===== config.mk =====
export PLATFORM = sky130hd
export DESIGN_NAME = up_drp_arbiter
export DESIGN_NICKNAME = d
export VERILOG_FILES = /design/src/rtl/up_drp_arbiter.sv
export SDC_FILE = /design/constraint.sdc
export NUM_CORES = 1
export LEC_CHECK = 0
export CAP_MARGIN = 20
export CORE_MARGIN = 3
export CORE_UTILIZATION = 37
export DETAILED_ROUTE_END_ITERATION = 8
export HOLD_SLACK_MARGIN = 0.15
export PLACE_DENSITY_LB_ADDON = 0.08
export SETUP_SLACK_MARGIN = 0.3
export SKIP_CTS_REPAIR_TIMING = 1
export SLEW_MARGIN = 20
export SYNTH_ARGS = -nofsm -noshare
export SYNTH_HDL_FRONTEND = slang
export SYNTH_SLANG_ARGS = --single-unit

===== constraint.sdc =====
create_clock -name up_clk -period 1.8 [get_ports up_clk]
set_clock_uncertainty 0.1 [all_clocks]
set_input_delay 0.54 -clock up_clk [delete_from_list [all_inputs] [get_ports up_clk]]
set_output_delay 0.54 -clock up_clk [all_outputs]
set_load 0.005 [all_outputs]

===== src/rtl/up_drp_arbiter.sv =====
// Round-robin arbiter sharing one DRP port between NUM_REQ processor-side requesters.
// Optional WAIT timeout is compiled in with `define DRP_ARB_TIMEOUT_EN.
module up_drp_arbiter #(
  parameter int unsigned NUM_REQ        = 2,
  parameter logic [15:0] TIMEOUT_CYCLES = 16'd1023
) (
  input  logic                  up_clk,
  input  logic                  up_rstn,
  input  logic [NUM_REQ-1:0]    req_valid,
  input  logic [NUM_REQ-1:0]    req_wr,
  input  logic [NUM_REQ*12-1:0] req_addr,
  input  logic [NUM_REQ*32-1:0] req_wdata,
  output logic [NUM_REQ-1:0]    req_ack,
  output logic [NUM_REQ-1:0]    req_err,
  output logic [31:0]           req_rdata,
  output logic                  drp_sel,
  output logic                  drp_wr,
  output logic [11:0]           drp_addr,
  output logic [31:0]           drp_wdata,
  input  logic [31:0]           drp_rdata,
  input  logic                  drp_ready,
  output logic                  busy
);

  localparam int unsigned AW    = 12;
  localparam int unsigned DW    = 32;
  localparam int unsigned IDX_W = (NUM_REQ > 2) ? 2 : 1;
  localparam logic [IDX_W-1:0] LAST_IDX = IDX_W'(NUM_REQ - 1);

  typedef enum logic [1:0] {S_IDLE, S_ISSUE, S_WAIT, S_DONE} state_t;

  state_t                 state, state_nxt;
  logic [IDX_W-1:0]       last_grant, last_grant_d;
  logic [IDX_W-1:0]       grant, grant_d;
  logic [IDX_W-1:0]       pick, cand;
  logic                   found;
  logic                   tmo_hit;

  logic [NUM_REQ-1:0]     ack_d, err_d;
  logic [DW-1:0]          rdata_d, wdata_d;
  logic [AW-1:0]          addr_d;
  logic                   sel_d, wr_d, busy_d;

  logic [AW-1:0]          addr_arr  [NUM_REQ];
  logic [DW-1:0]          wdata_arr [NUM_REQ];

  for (genvar i = 0; i < NUM_REQ; i++) begin : g_unpack
    assign addr_arr[i]  = req_addr[AW*i +: AW];
    assign wdata_arr[i] = req_wdata[DW*i +: DW];
  end

  // First valid requester searching upward from last_grant+1
  always_comb begin
    found = 1'b0;
    pick  = '0;
    cand  = '0;
    for (int unsigned k = 1; k <= NUM_REQ; k++) begin
      cand = IDX_W'((32'(last_grant) + k) % NUM_REQ);
      if (!found && req_valid[cand]) begin
        found = 1'b1;
        pick  = cand;
      end
    end
  end

`ifdef DRP_ARB_TIMEOUT_EN
  logic [15:0] tmo_cnt;

  // Cleared while issuing, so it starts at 0 on entry to WAIT
  always_ff @(posedge up_clk or negedge up_rstn) begin
    if (!up_rstn)                          tmo_cnt <= '0;
    else if (state == S_ISSUE)             tmo_cnt <= '0;
    else if (state == S_WAIT && !drp_ready) tmo_cnt <= tmo_cnt + 16'd1;
  end

  assign tmo_hit = (state == S_WAIT) && !drp_ready && (tmo_cnt == TIMEOUT_CYCLES - 16'd1);
`else
  // Timeout length only matters in the timeout build; this folds to 0
  assign tmo_hit = 1'b0 & (TIMEOUT_CYCLES == 16'd0);
`endif

  always_ff @(posedge up_clk or negedge up_rstn) begin
    if (!up_rstn) state <= S_IDLE;
    else          state <= state_nxt;
  end

  always_comb begin
    state_nxt = state;
    case (state)
      S_IDLE:  if (found) state_nxt = S_ISSUE;
      S_ISSUE: state_nxt = S_WAIT;
      S_WAIT:  if (drp_ready || tmo_hit) state_nxt = S_DONE;
      S_DONE:  state_nxt = S_IDLE;
      default: state_nxt = S_IDLE;
    endcase
  end

  // Next values of the registered outputs and arbitration state
  always_comb begin
    ack_d        = '0;
    err_d        = '0;
    rdata_d      = '0;
    sel_d        = 1'b0;
    wr_d         = 1'b0;
    addr_d       = drp_addr;
    wdata_d      = drp_wdata;
    grant_d      = grant;
    last_grant_d = last_grant;
    busy_d       = (state_nxt != S_IDLE);
    case (state)
      S_IDLE: begin
        if (found) begin
          grant_d      = pick;
          last_grant_d = pick;
          sel_d        = 1'b1;
          wr_d         = req_wr[pick];
          addr_d       = addr_arr[pick];
          wdata_d      = wdata_arr[pick];
        end
      end
      S_WAIT: begin
        if (drp_ready) begin
          ack_d[grant] = 1'b1;
          rdata_d      = drp_rdata;
        end else if (tmo_hit) begin
          ack_d[grant] = 1'b1;
          err_d[grant] = 1'b1;
          rdata_d      = 32'hffff_ffff;
        end
      end
      S_DONE: begin
        addr_d  = '0;
        wdata_d = '0;
      end
      default: ;
    endcase
  end

  always_ff @(posedge up_clk or negedge up_rstn) begin
    if (!up_rstn) begin
      req_ack    <= '0;
      req_err    <= '0;
      req_rdata  <= '0;
      drp_sel    <= 1'b0;
      drp_wr     <= 1'b0;
      drp_addr   <= '0;
      drp_wdata  <= '0;
      busy       <= 1'b0;
      grant      <= '0;
      last_grant <= LAST_IDX;
    end else begin
      req_ack    <= ack_d;
      req_err    <= err_d;
      req_rdata  <= rdata_d;
      drp_sel    <= sel_d;
      drp_wr     <= wr_d;
      drp_addr   <= addr_d;
      drp_wdata  <= wdata_d;
      busy       <= busy_d;
      grant      <= grant_d;
      last_grant <= last_grant_d;
    end
  end

endmodule


# Word level (Yosys, flattened, before mapping)
# Index checks and enable logic that the tools add are counted.
dict set report op_classes {
  eq_ne 4
  n_addsub 2
  bitwise_logic 1
  n_mux 33
  reduce_logical 8
  n_lt_le_gt_ge 6
}
# cell count
set op_table {}
lappend op_table {{$mux 32} 6}
lappend op_table {{$pmux 32 s2} 1}
lappend op_table {{$mux 12} 4}
lappend op_table {{$pmux 12 s2} 1}
lappend op_table {{$mux 1} 15}
lappend op_table {{$lt 1x2->1 const B} 4}
lappend op_table {{$mux 2} 4}
lappend op_table {{$pmux 2 s4} 1}
lappend op_table {{$eq 2x2->1 const B} 2}
lappend op_table {{$reduce_and 2->1} 2}
lappend op_table {{$reduce_bool 2->1} 2}
lappend op_table {{$add 1x1->1 const B} 2}
lappend op_table {{$eq 2x1->1 const B} 1}
lappend op_table {{$ge 2x2->1 const B} 1}
lappend op_table {{$logic_and 1x1->1} 2}
lappend op_table {{$logic_not 2->1} 1}
lappend op_table {{$ne 2x2->1 const B} 1}
lappend op_table {{$not 1->2} 1}
lappend op_table {{$demux 1 s1} 1}
lappend op_table {{$ge 1x1->1 const B} 1}
lappend op_table {{$logic_not 1->1} 1}
dict set report totals {
  word_cells 64
  output_inout_bits 83
  regBits 85
  input_bits 127
}

# Longest topological paths before layout
# Gate-level depths: netlist of run 1.
dict set report logic_depth {
  depth_word 13
  ltp_mapped 5
  ltp_nobuf 4
}

# Worst setup path after synthesis of run 1
# No wires, ideal clock.
dict set report synth_timing {
  path_type {input-to-reg}
  start {in req_valid[1]}
  end {reg drp_wdata[27]}
  setup_slack_ns 0.174
  required_ns 1.574
  path_buffers 2
  arrival_ns 1.400
  setup_ns 0.126
  cell_stages 5
  cell_sequence {a21boi_1 buf_2 buf_4 and3_1 a221o_1}
}
dict set report synth_between {
  elab_chain_cells 12
  word_cells_on_any_way 18
  cone_classes {1 x eq/ne; 13 x mux; 1 x bitwise; 3 x reduce/logical}
}
# element line_no
set synth_rtl {}
lappend synth_rtl {{start: declaration} 9} ;# input logic [NUM_REQ-1:0] req_valid,
lappend synth_rtl {{$mux 1 (not written as such) (2 in series)} 59} ;# if (!found && req_valid[cand]) begin
lappend synth_rtl {{$mux 1} 59}
lappend synth_rtl {{$logic_not 1->1} 59}
lappend synth_rtl {{$logic_and 1x1->1} 59}
lappend synth_rtl {{$mux 1} 59}
lappend synth_rtl {{$not 1->2 (not written as such)} 118} ;# wdata_d = wdata_arr[pick];
lappend synth_rtl {{$mux 32 (not written as such) (3 in series)} 118}
lappend synth_rtl {{$mux 32} 112} ;# if (found) begin
lappend synth_rtl {{$pmux 32 s2} 110} ;# case (state)
lappend synth_rtl {{end signal: assignment} 158} ;# drp_wdata <= wdata_d;
lappend synth_rtl {{end: declaration} 19} ;# output logic [31:0] drp_wdata,
# Several ways; a longest one is shown, not always the timed one. The select of a mux whose other input is x is not followed.
# A chain may end at the register's enable or synchronous reset.

# Worst setup path in the final report of run 1
dict set report layout_timing {
  start {reg last_grant}
  end {reg drp_wdata[27]}
}
dict set report layout_between {
  elab_chain_cells 13
  word_cells_on_any_way 20
  cone_classes {2 x add/sub; 1 x eq/ne; 13 x mux; 1 x bitwise; 3 x reduce/logical}
}
# element line_no
set layout_rtl {}
lappend layout_rtl {{start: declaration} 33} ;# logic [IDX_W-1:0] last_grant, last_grant_d;
lappend layout_rtl {{start signal: assignment} 161} ;# last_grant <= last_grant_d;
lappend layout_rtl {{$add 1x1->1} 58} ;# cand = IDX_W'((32'(last_grant) + k) % NUM_REQ);
lappend layout_rtl {{$mux 1 (not written as such) (2 in series)} 59}
lappend layout_rtl {{$mux 1} 59}
lappend layout_rtl {{$logic_not 1->1} 59}
lappend layout_rtl {{$logic_and 1x1->1} 59}
lappend layout_rtl {{$mux 1} 59}
lappend layout_rtl {{$not 1->2 (not written as such)} 118}
lappend layout_rtl {{$mux 32 (not written as such) (3 in series)} 118}
lappend layout_rtl {{$mux 32} 112}
lappend layout_rtl {{$pmux 32 s2} 110}
# Several ways; a longest one is shown, not always the timed one. The select of a mux whose other input is x is not followed.

==> impl_metrics.json, run 1 <==
{
  "setup_viol": 0,
  "drtIter0Drc": 84,
  "overflow": 0,
  "clk_pin_slew_ps": 80,
  "min_from": "grant$_DFFE_PN0P_",
  "hold_violations": 0,
  "crit_path_start": "last_grant$_DFFE_PN1P_",
  "total_power_mw": 7.93,
  "regToRegSetupSlack_ps": 250,
  "reg2reg_depth": 5,
  "die_area_um2": 10500,
  "yosys_most_used_dff": "dfrtp_1",
  "syn_area_per_cell_um2": 13.1,
  "post-route-period-util": 0.864,
  "intPower_mw": 5.31,
  "synth_edf_count": 0,
  "routed_wl_um": 11300,
  "numCtsBuffers": 9,
  "synthCells": 262,
  "min_path_cells": 1,
  "core_um2": 8850,
  "cts.sinks": 85,
  "hold_end": "req_ack[0]$_DFF_PN0_",
  "status": "finished clean",
  "critical_path.reg2reg.endpoint": "drp_wdata[27]$_DFFE_PN0P_",
  "fin_setup_tns_ps": 0,
  "switchingPower_mw": 2.62,
  "maxCapViolCount": 0,
  "initial_core_util": 0.387,
  "layout-drive-gt1-share": 0.372,
  "r2r-start": "last_grant$_DFFE_PN1P_",
  "nets": 651,
  "fillers": 673,
  "grt_pass1_wl_um": 15800,
  "drtAntennaViolNets": 0,
  "fin_util": 0.698,
  "min_period_ps": 1550,
  "grt_pass1_vias": 3044,
  "num_antenna_cells": 0,
  "min_path_type": "reg2reg",
  "avgRoutedWirePerCell_um": 17.7,
  "power_density_nw_per_um2": 1280,
  "pwr-share-comb": 0.482,
  "syn-cell-area_um2": 3430,
  "p_leak_nw": 3.04,
  "critPathArrivalTime_ps": 1680,
  "fin_cells": 637,
  "synthTopCellsByCount": "dfrtp_1, and2_1, mux2i_1, and3_1, a221o_1",
  "switching_share": 0.331,
  "path_max_fanout": 6,
  "h-tree-depth": 3,
  "port_buffers": 207,
  "ys_top_cells_by_area": "dfrtp_1, mux2i_1, a221o_1, and2_1, and3_1",
  "yosysTopAreaCellShare": 0.613,
  "cts_tree": "yes",
  "finalInstanceArea_um2": 6170,
  "drt-pass1-iter-count": 5,
  "start_kind": "flop",
  "synth_seq_area_share": 0.621,
  "drv_slew": 0,
  "synth_top_area_cell": "dfrtp_1",
  "placed_area_um2": 5790,
  "ys_ff_latch": 85,
  "worstSkewPairLatency_ps": 330,
  "grt_max_degree": 34,
  "power_frac_seq": 0.363,
  "synth_cell_types": 24,
  "crit_path_end_kind": "flop",
  "vias_per_cell": 4.92,
  "drc": 0,
  "yosys_warnings": 0,
  "io_pins": 210,
  "grt_use_total": 0.194,
  "die_w_um": 102,
  "ir_drop_uv": 681,
  "crit_type": "reg2reg",
  "rows": 34,
  "die_h_um": 102,
  "dp_cells": 574,
  "max_freq_ghz": 0.643,
  "dp_hpwl_um": 7760,
  "globalplace.congestion": 0.811,
  "via_count": 3135,
  "ctsRootBufferMaster": "clkbuf_8",
  "synth.most_common_cell": "dfrtp_1",
  "cts.path.max_buffers": 2,
  "clkPwrFrac": 0.156,
  "rsz0062_at_grt": "true",
  "ys_async_sr_fraction": 1.00,
  "layout-area-overhead-vs-synth_pct": 80.1,
  "crit_required_ps": 1920,
  "antenna_found_initial": 0
}
[worst max path at each step]
stage                           endpoint  slack [ps]  cells after the start
6_report       drp_wdata[27]$_DFFE_PN0P_         250                      5
4_1_cts         drp_wdata[2]$_DFFE_PN0P_        -190                      4
2_1_floorplan  drp_wdata[17]$_DFFE_PN0P_         260                      5
5_1_grt        drp_wdata[15]$_DFFE_PN0P_         210                      5
3_5_place_dp    drp_wdata[2]$_DFFE_PN0P_        -550                      4
3_3_place_gp   drp_wdata[23]$_DFFE_PN0P_        -480                      4
[sequential cells by signal, summed over array words and instances, names as in the netlist]
| register | flops |
|---|---|
| drp_wdata | 32 |
| req_rdata | 32 |
| drp_addr | 12 |
| req_ack | 2 |
| state | 2 |
| busy | 1 |
| drp_sel | 1 |
| drp_wr | 1 |
| grant | 1 |
| last_grant | 1 |
[cells in the final DEF, fill, tap and decap left out, types with 2 or more instances in the layout]
cell type and count:
clkbuf_2 79, nor2_1 2, dfrtp_1 82, buf_2 3, mux2i_1 32, a21boi_4 3
clkinv_4 2, clkbuf_16 5, and2_1 33, clkdlybuf4s50_1 123, clkinvlp_4 2, buf_4 41
and3_4 27, dfrtp_2 2, buf_8 2, a22o_1 2, and3_1 2, a221o_1 28
nand2_1 18, buf_6 5, conb_1 2, clkbuf_8 9, buf_12 9
[layout make-up]
type | count | area, um2 | area share
multi-input combinational | 158 | 1360 | 0.221
clock buffer | 10 | 128 | 0.0207
tap | 108 | 135 | 0.0219
clock inverter | 6 | 48.8 | 0.00790
inverter | 1 | 6.26 | 0.00101
timing repair buffer | 269 | 2360 | 0.383
sequential | 85 | 2130 | 0.345
[worst max-delay path, stage by stage, from the launching register on]
cell	delay, ps
dfstp_2	570
a21boi_4	70
buf_8	150
clkbuf_16	160
and3_4	140
a221o_1	260
[layer usage]
layer,track usage,wire length [um],vias up,part of all wire
met4,0.0626,201,0,0.018
met5,0,0,-,0
li1,-,-,1455,-
met3,0.0471,857,18,0.076
met1,0.244,4490,1538,0.40
met2,0.330,5750,124,0.51
[cell families (layout without fill, tap and decap cells)]
logic type / count (synthesis) / after routing / share of synthesized area
buffers and inverters: 21 / 286 / 0.0365
AO/OA/AOI/OAI: 32 / 33 / 0.0945
other: 1 / 2 / 0.00109
multiplexers: 33 / 33 / 0.0964
XOR/XNOR: 1 / 1 / 0.00256
flip-flops: 85 / 85 / 0.621
AND/OR/NAND/NOR: 89 / 89 / 0.148
[power groups by stage]
stage | combinational (mW) | clock (mW) | sequential (mW)
finish | 3.82 | 1.24 | 2.87
global route | 4.16 | 1.36 | 2.94
CTS | 3.43 | 1.26 | 2.88
detailed placement | 3.42 | 0 | 2.90
global placement | 3.34 | 0 | 2.89
floorplan | 1.49 | 0 | 2.92
[per-stage QoR]
step / hold WS [ps] / setup WS [ps]
after floorplan: 144 / 262
after global placement: 341 / -477
after detailed placement: 349 / -548
after CTS: -15.0 / -193
after global routing: 415 / 208
final: 357 / 245
No activity file was read; power rests on OpenSTA's default activity.
==> run 2: changes to the inputs <==
--- a/config.mk
+++ b/config.mk
@@ -7,7 +7,8 @@
 export LEC_CHECK = 0
 export CAP_MARGIN = 20
 export CORE_MARGIN = 3
-export CORE_UTILIZATION = 37
+export CORE_UTILIZATION = 38
+export CTS_BUF_LIST = sky130_fd_sc_hd__clkbuf_2
 export DETAILED_ROUTE_END_ITERATION = 8
 export HOLD_SLACK_MARGIN = 0.15
 export PLACE_DENSITY_LB_ADDON = 0.08
==> impl_metrics.json, run 2 (synthesis gave the netlist of run 1 again) <==
{
  "dr_wl_met2_um": 5260,
  "vias_per_cell": 4.90,
  "grt_max_degree": 86,
  "crit_path_start": "drp_wdata[27]$_DFFE_PN0P_",
  "grt_pass1_wl_um": 15200,
  "ctsRootBufferMaster": "clkbuf_2",
  "grt_use_total": 0.190,
  "drc": 0,
  "rows": 34,
  "slowest_stage": "dfrtp_1",
  "status": "finished clean",
  "start_kind": "flop",
  "initial_core_util": 0.391,
  "die_area_um2": 10200,
  "ir_drop_uv": 583,
  "hold_violations": 0,
  "layout-area-overhead-vs-synth_pct": 74.9,
  "cts.sinks": 85,
  "r2r-start": "last_grant$_DFFE_PN1P_",
  "power_density_nw_per_um2": 1240,
  "reg2reg_depth": 5,
  "core_um2": 8760,
  "critPathCapture": "drp_wdata[27]",
  "route.met3.wl_um": 1020,
  "cts.path.max_buffers": 2,
  "die_h_um": 101,
  "rsz0062_at_grt": "true",
  "avgRoutedWirePerCell_um": 17.4,
  "post-route-period-util": 0.958,
  "critical_path.reg2reg.endpoint": "drp_wdata[4]$_DFFE_PN0P_",
  "maxCapViolCount": 0,
  "io_pins": 210,
  "cp_top_family": "flip-flops",
  "max_stage_delay_ps": 460,
  "nets": 642,
  "layout_commonest_cell": "clkdlybuf4s50_1",
  "cp_num_buf_inv": 1,
  "highest_layer": "met4",
  "drt-pass1-iter-count": 4,
  "drv_slew": 0,
  "crit_chain": "clkbuf_2",
  "setup_viol": 0,
  "drtAntennaViolNets": 0,
  "min_period_ps": 1720,
  "die_w_um": 101,
  "critPathArrivalTime_ps": 1080,
  "cts_tree": "yes",
  "max_freq_ghz": 0.580,
  "clk_pin_slew_ps": 250,
  "worst-path-stages": 1,
  "overflow": 0,
  "num_antenna_cells": 0,
  "path_max_fanout": 2,
  "layout-drive-gt1-share": 0.354,
  "via_count": 3078,
  "crit_required_ps": 1160,
  "fin_util": 0.684,
  "total_power_mw": 7.46,
  "globalplace.congestion": 0.753,
  "p_leak_nw": 3.00,
  "drtIter0Drc": 91,
  "numCtsBuffers": 9,
  "port_buffers": 207,
  "dp_hpwl_um": 7180,
  "top_regs": "drp_wdata: 32 flops, req_rdata: 32 flops, drp_addr: 12 flops",
  "layout_common_cells": "clkdlybuf4s50_1, dfrtp_1, clkbuf_2",
  "routed_wl_um": 10900,
  "crit_type": "reg2out",
  "worstSkewPairLatency_ps": 490,
  "regToRegSetupSlack_ps": 190,
  "min_path_type": "reg2reg",
  "crit_path_end_kind": "primary output",
  "antenna_found_initial": 0,
  "wl_met1_um": 4400,
  "grt_pass1_vias": 3008,
  "h-tree-depth": 3
}
-- run 2: changes by cell type in the layout (fill, tap and decap cells not counted), sizes merged --
cell | before | now
buf | 60 | 87
bufinv | 0 | 1
clkbuf | 94 | 57
clkinv | 3 | 2
clkinvlp | 2 | 1
dlymetal6s2s | 1 | 2
inv | 2 | 3
-- run 2: report_power, final --
| part | total (mW) | leakage (nW) | internal (mW) | switching [mW] |
|---|---|---|---|---|
| registers | 2.85 | 1.11 | 2.53 | 0.313 |
| clock network | 1.02 | 0.0729 | 0.337 | 0.682 |
| logic | 3.59 | 1.82 | 2.08 | 1.52 |
-- run 2: per-layer routing --
layer,up-vias,track usage
met5,-,0
met4,0,0.0654
met3,19,0.0602
met2,143,0.301
met1,1473,0.246
li1,1443,-
-- run 2: worst min path at each step --
stage,to,cells after the start,start,slack (ps)
3_3_place_gp,req_ack[0]$_DFF_PN0_,1,grant$_DFFE_PN0P_,340
6_report,req_ack[0]$_DFF_PN0_,1,grant$_DFFE_PN0P_,370
3_5_place_dp,req_ack[0]$_DFF_PN0_,1,grant$_DFFE_PN0P_,340
2_1_floorplan,busy$_DFF_PN0_,0,up_rstn,140
4_1_cts,req_rdata[30]$_DFF_PN0_,2,up_rstn,-130
5_1_grt,req_rdata[23]$_DFF_PN0_,2,drp_rdata[23],350
-- run 2: final cells by class --
type	count	area, um2
fill	699	2770
inverter	1	6.26
multi-input combinational	158	1340
clock buffer	10	50.0
timing repair buffer	260	2260
clock inverter	6	68.8
sequential	85	2130
tap	108	135
-- run 2: metrics by stage --
stage | area [um2] | instances | setup slack, ps | hold slack (ps) | TNS, ps
4_1_cts | 5880 | 588 | -353 | -131 | -24910
3_3_place_gp | 5760 | 572 | -479 | 339 | -18410
3_5_place_dp | 5760 | 572 | -523 | 342 | -19290
6_report | 6000 | 628 | 75.4 | 368 | 0
2_1_floorplan | 3550 | 263 | 262 | 144 | 0
5_1_grt | 6000 | 628 | -13.7 | 350 | -89.1
-- run 2: worst register-to-register path: stages, from the launching register on --
cell       delay, ps
dfstp_2          610
a21boi_4         120
buf_6            150
clkbuf_16        140
and3_4           140
a221o_1          270
==> run 3: changes to the inputs <==
--- a/config.mk
+++ b/config.mk
@@ -9,7 +9,9 @@
 export CORE_MARGIN = 3
 export CORE_UTILIZATION = 38
 export CTS_BUF_LIST = sky130_fd_sc_hd__clkbuf_2
+export CTS_CLUSTER_DIAMETER = 40
 export DETAILED_ROUTE_END_ITERATION = 8
+export GPL_ROUTABILITY_DRIVEN = 1
 export HOLD_SLACK_MARGIN = 0.15
 export PLACE_DENSITY_LB_ADDON = 0.08
 export SETUP_SLACK_MARGIN = 0.3
==> results of run 3 <==
The final DEF is identical to that of run 2; final timing and power are the same.
